<file path="src/rtl/jtbubl_colmix.sv">
// jtbubl_colmix: colour mixer behind the tile/object line buffer.
//
// Each pixel's 8-bit palette index selects a 16-bit RGB444 entry held as two
// bytes in a 512x8 CPU-writable palette RAM:
//   byte 2n   = {R,G}
//   byte 2n+1 = {B,unused}
// A four-state fetch FSM reads both bytes through the single video read port
// between pixel clock enables. The finished colour goes out on the following
// pxl_cen, gated by the blanking sampled with that index. It then passes through
// BLANK_DLY extra pxl_cen stages, which are shared with the delayed blanking.
//
// Parameters:
//   SIMFILE   - name of a hex preload image for simulation environments that
//               back-door load the palette array; the RTL keeps no initial block
//   BLANK_DLY - extra pxl_cen stages on RGB and blanking (0..3)
//
// Ports:
//   rst, clk              async active-high reset, system clock
//   pxl_cen               one-clk pixel enable, period >= 4 clk
//   LHBL, LVBL            active-low blanking, aligned with col_addr
//   col_addr              palette index, sampled on pxl_cen
//   pal_cs, cpu_rnw       CPU palette select, read(1)/write(0)
//   cpu_addr, cpu_dout    CPU byte address and write data
//   pal_dout              CPU read data (registered)
//   red, green, blue      4-bit colour outputs
//   LHBL_dly, LVBL_dly    blanking delayed to match RGB
//
// Optional feature macro: JTBUBL_PALREAD_EN
//   defined   - CPU reads return the palette byte one clk later
//   undefined - the palette is write-only from the CPU and pal_dout is 8'hff
module jtbubl_colmix #(
  parameter     SIMFILE   = "",
  parameter int BLANK_DLY = 0
) (
  input  logic       rst,
  input  logic       clk,
  input  logic       pxl_cen,
  input  logic       LHBL,
  input  logic       LVBL,
  input  logic [7:0] col_addr,
  input  logic       pal_cs,
  input  logic       cpu_rnw,
  input  logic [8:0] cpu_addr,
  input  logic [7:0] cpu_dout,
  output logic [7:0] pal_dout,
  output logic [3:0] red,
  output logic [3:0] green,
  output logic [3:0] blue,
  output logic       LHBL_dly,
  output logic       LVBL_dly
);

  typedef enum logic [1:0] {IDLE, RD_HI, RD_LO, DONE} st_t;
  typedef logic [13:0] pix_t;   // {rgb[11:0], hb, vb}

  // ---------------------------------------------------------------------------
  // Palette RAM. Port A is the CPU port and port B is the video port. Both
  // ports read with 1 clk latency. When the CPU writes an address in the same
  // clk that the video port reads it, the video port gets the old byte.
  // ---------------------------------------------------------------------------
  logic [7:0] mem [0:511];
  logic [8:0] addr_b_q;
  logic [7:0] q_b_q;

  always_ff @(posedge clk) begin
    if (pal_cs && !cpu_rnw) mem[cpu_addr] <= cpu_dout;
    q_b_q <= mem[addr_b_q];
  end

`ifdef JTBUBL_PALREAD_EN
  // The port-A read register doubles as pal_dout. It holds its value until
  // the next CPU read.
  logic [7:0] pal_dout_q;

  always_ff @(posedge clk or posedge rst) begin
    if (rst)                      pal_dout_q <= 8'hff;
    else if (pal_cs && cpu_rnw)   pal_dout_q <= mem[cpu_addr];
  end

  assign pal_dout = pal_dout_q;
`else
  assign pal_dout = 8'hff;
`endif

  // ---------------------------------------------------------------------------
  // Fetch FSM. pxl_cen restarts the fetch from any state, so a pixel clock
  // that is too fast never hangs the FSM. The colour is committed to col_q
  // only in DONE, which means an aborted fetch leaves the last completed entry
  // in col_q.
  // ---------------------------------------------------------------------------
  st_t         st_q;
  logic [7:0]  idx_q;
  logic [7:0]  rg_q;
  logic [11:0] col_q;
  logic        hb_q, vb_q;

  always_ff @(posedge clk or posedge rst) begin
    if (rst) begin
      st_q     <= IDLE;
      idx_q    <= 8'd0;
      rg_q     <= 8'd0;
      col_q    <= 12'd0;
      hb_q     <= 1'b0;
      vb_q     <= 1'b0;
      addr_b_q <= 9'd0;
    end else if (pxl_cen) begin
      idx_q    <= col_addr;
      hb_q     <= LHBL;
      vb_q     <= LVBL;
      addr_b_q <= {col_addr, 1'b0};
      st_q     <= RD_HI;
    end else begin
      case (st_q)
        RD_HI: begin
          addr_b_q <= {idx_q, 1'b1};
          st_q     <= RD_LO;
        end
        RD_LO: begin
          rg_q <= q_b_q;                   // even byte, requested in RD_HI
          st_q <= DONE;
        end
        DONE:  col_q <= {rg_q, q_b_q[7:4]}; // odd byte; low nibble unused
        default: ;
      endcase
    end
  end

  // ---------------------------------------------------------------------------
  // Output stage plus BLANK_DLY extra stages, all advanced on pxl_cen. The RGB
  // is forced to zero when either blanking signal is active.
  // ---------------------------------------------------------------------------
  pix_t dly_q [0:BLANK_DLY];

  always_ff @(posedge clk or posedge rst) begin
    if (rst) begin
      for (int i = 0; i <= BLANK_DLY; i++) dly_q[i] <= '0;
    end else if (pxl_cen) begin
      dly_q[0] <= {(hb_q && vb_q) ? col_q : 12'h000, hb_q, vb_q};
      for (int i = 1; i <= BLANK_DLY; i++) dly_q[i] <= dly_q[i-1];
    end
  end

  assign {red, green, blue, LHBL_dly, LVBL_dly} = dly_q[BLANK_DLY];

endmodule

</file>
<file path="config.mk">
export PLATFORM = sky130hd
export DESIGN_NAME = jtbubl_colmix
export DESIGN_NICKNAME = d
export VERILOG_FILES = /design/src/rtl/jtbubl_colmix.sv
export SDC_FILE = /design/constraint.sdc
export NUM_CORES = 2
export LEC_CHECK = 0
export ABC_AREA = 0
export CAP_MARGIN = 0
export CORE_UTILIZATION = 31
export CTS_CLUSTER_SIZE = 10
export DETAILED_ROUTE_END_ITERATION = 12
export GPL_ROUTABILITY_DRIVEN = 1
export PLACE_DENSITY = 0.53
export SLEW_MARGIN = 20
export SYNTH_ARGS = -nofsm -noshare
export SYNTH_HDL_FRONTEND = slang
export SYNTH_SLANG_ARGS = --single-unit
</file>
<file path="constraint.sdc">
create_clock -name clk -period 2.51 [get_ports clk]
set_input_delay 0.3765 -clock clk [delete_from_list [all_inputs] [get_ports clk]]
set_output_delay 0.3765 -clock clk [all_outputs]
set_load 0.05 [all_outputs]
</file>
==> qor.yml <==
syn_avg_cell_area_um2: 19.86
setup_viol: 8
grt_max_degree: 138
route.detailed.drc: 0
path_class: "flop to flop"
drive_gt1_share_pct: 33.14
dr.pass1.iters: 6
viasPerCell: 5.211
io_buffer_count: 45
synth_cell_types: 81
fp.dieW_um: 727.9
total_leakage_power_uw: 0.06561
wl_um: 488300
drv_slew: 0
critPathRequiredTime_ns: 3.45
arrival_ns: 4.34
violations: "setup timing"
cts.clk_slew.worst_paths_ns: 0.06
nets: 10110
start_kind: "flop"
antenna_found_initial: 24
synthFlopType: "edfxtp_1"
tightest_slew_ns: 1.148
vias: 89760
synth_area_um2: 163300
area_growth_pct: 23.41
start_util_pct: 31.12
relSlewSlack_pct: 23.49
core-area_um2: 524900
status: "finished with violations"
post_drt_wl_per_cell_um: 28.35
cts_tree: "yes"
synth-edff-count: 4096
io_pins: 54
hpwl_um: 324800
setup_slack_ns: -0.8936
grt_pass1_wl_um: 689200
clock_latency_ns: 1.01
worst_setup_path_end_kind: "flop"
gp_congestion: 0.8992
finalHoldViolCount: 0
dp_slack_ns: -1.432
maxCapViolCount: 0
ys_async_sr_fraction_pct: 1.322
grt_pass1_vias: 91130
hp-class: "input pin to asynchronous set/reset pin"
final_util_pct: 38.41
synth-seq-cells: 4159
clock.fmax_mhz: 293.8
grt_overflow: 0
p_per_area_nw_per_um2: 772.3
ant_nets: 0
cts_sinks: 4159
numCtsBuffers: 464
grt_use_total_pct: 17.93
finalCritPeriodShare_pct: 135.6
final_common_cell: "edfxtp_1"
mostFrequentLayoutCells: "edfxtp_1 (4,096), buf_4 (1,508), mux4_2 (715)"
die_h_um: 727.9
rsz0062_at_grt: "true"
ys_warn_count: 0
fp.dieArea_um2: 529800
cts_max_path_buffers: 4
first_iter_violations: 9784
vdd_ir_drop_max_v: 0.0006973
syn_inst: 8223
num_rows: 266
cts_root_buf: "clkbuf_16"
min_period_ns: 3.404
yosysSeqAreaShare_pct: 76.24
crit_fanout: 12
htreeDepth: 5
finalClockSkew_ns: 0.07123
## path summary, 6_finish.rpt
kind / startpoint / end / slack (ns) / depth (start not counted)
setup / recovery: addr_b_q[0]$_DFFE_PP0P_ / q_b_q[7]$_DFF_P_ / -0.89 / 14
hold / removal: rst / dly_q[12]$_DFFE_PP0P_ / 0.23 / 3
hold reg to reg: col_q[11]$_DFFE_PP0P_ / dly_q[13]$_DFFE_PP0P_ / 0.49 / 2
min in group clk: col_addr[7] / idx_q[7]$_DFFE_PP0P_ / 0.31 / 2
max in group asynchronous: rst / addr_b_q[2]$_DFFE_PP0P_ / 1.54 / 4
setup reg to reg: addr_b_q[0]$_DFFE_PP0P_ / q_b_q[7]$_DFF_P_ / -0.89 / 14
## registers in the layout, summed over array words and instances (netlist names)
register / count
vb_q: 1
addr_b_q: 9
dly_q: 14
mem: 4096
hb_q: 1
col_q: 12
rg_q: 8
q_b_q: 8
st_q: 2
idx_q: 8
## metal layers
metal	share of wire [%]	GRT usage, %
met1	43	25.52
met5	0.0084	0
met2	46	28.42
met4	3.0	4.971
met3	7.5	3.018
## report_power, final
part / internal [uW] / leakage, uW / switching [uW]
registers: 76600 / 0.0375 / 433
logic: 7880 / 0.0219 / 10900
clock network: 33600 / 0.00618 / 26200
total: 118000 / 0.0656 / 37500
## logic make-up (layout without fill, tap and decap cells)
kind of cell | Yosys count | after routing | synth area share [%]
AO/OA/AOI/OAI | 871 | 871 | 3.804
AND/OR/NAND/NOR | 1216 | 1216 | 3.345
flip-flops | 4159 | 4159 | 76.24
buffers and inverters | 542 | 2559 | 2.130
other | 1 | 18 | 0.002296
multiplexers | 1434 | 1434 | 14.48
## critical path, cell delays in order (launching register included)
cell and delay (ns):
dfrtp_4 0.54, buf_12 0.19, buf_4 0.16, buf_4 0.14
buf_6 0.16, mux2i_1 0.14, o221ai_2 0.23, buf_4 0.17
a211oi_2 0.06, buf_4 0.17, nor4_4 0.36, nand4_1 0.36
nand4_1 0.32, buf_12 0.15, and3_1 0.15
## cell type report
| class | count | area [um^2] |
|---|---|---|
| flip-flops and latches | 4159 | 124600 |
| fillers | 47260 | 323300 |
| clock inverters | 43 | 520.5 |
| clock buffers | 588 | 12230 |
| well taps | 6968 | 8718 |
| inverters | 17 | 76.32 |
| diodes | 10 | 25.02 |
| multi-input cells | 3529 | 36780 |
| repair buffers | 1911 | 18680 |
## cell usage after synthesis (15+ instances only)
cell / n / share of area, %
a2111oi_0: 20 / 0.11
a211oi_1: 56 / 0.26
a21oi_1: 110 / 0.34
a22oi_1: 21 / 0.097
a31oi_1: 17 / 0.065
and2_1: 17 / 0.065
and3_1: 15 / 0.057
buf_1: 37 / 0.085
buf_12: 21 / 0.26
buf_2: 82 / 0.25
buf_4: 63 / 0.29
buf_6: 58 / 0.40
buf_8: 28 / 0.26
clkbuf_1: 232 / 0.53
dfrtp_1: 55 / 0.84
edfxtp_1: 4096 / 75
inv_1: 16 / 0.037
mux2_2: 69 / 0.48
mux2i_1: 634 / 3.9
mux4_1: 18 / 0.29
mux4_2: 713 / 9.8
nand2_1: 226 / 0.52
nand2b_1: 23 / 0.088
nand3_1: 44 / 0.13
nand4_1: 30 / 0.11
nor2_1: 600 / 1.4
nor3_1: 125 / 0.38
nor4_1: 47 / 0.18
o21a_1: 19 / 0.087
o21ai_0: 92 / 0.28
o221ai_1: 217 / 1.2
o22ai_1: 210 / 0.80
or2_2: 17 / 0.065
## what timing repair did
action,in CTS,in global routing
setup endpoints to repair,22,8
hold buffers,12,0
resized for setup,213,156
gates cloned,9,4
endpoints found under the hold margin,465,0
setup buffers,53,20
pin swaps,31,42
## through the flow
| step | total power [uW] | hold WS, ns | cell area (um^2) | cells | TNS (ns) |
|---|---|---|---|---|---|
| after floorplan | 86660 | 0.4389 | 163400 | 8230 | 0 |
| after global placement | 96110 | 0.4712 | 186100 | 16490 | -172.72 |
| after detailed placement | 96220 | 0.4814 | 186100 | 16490 | -235.95 |
| after CTS | 156500 | 0.1521 | 200600 | 17190 | -6.757 |
| after global routing | 159900 | 0.2207 | 201600 | 17220 | -6.594 |
| final | 155700 | 0.2348 | 201600 | 17230 | -6.362 |
Note: power is estimated with default switching activity, not from simulation.
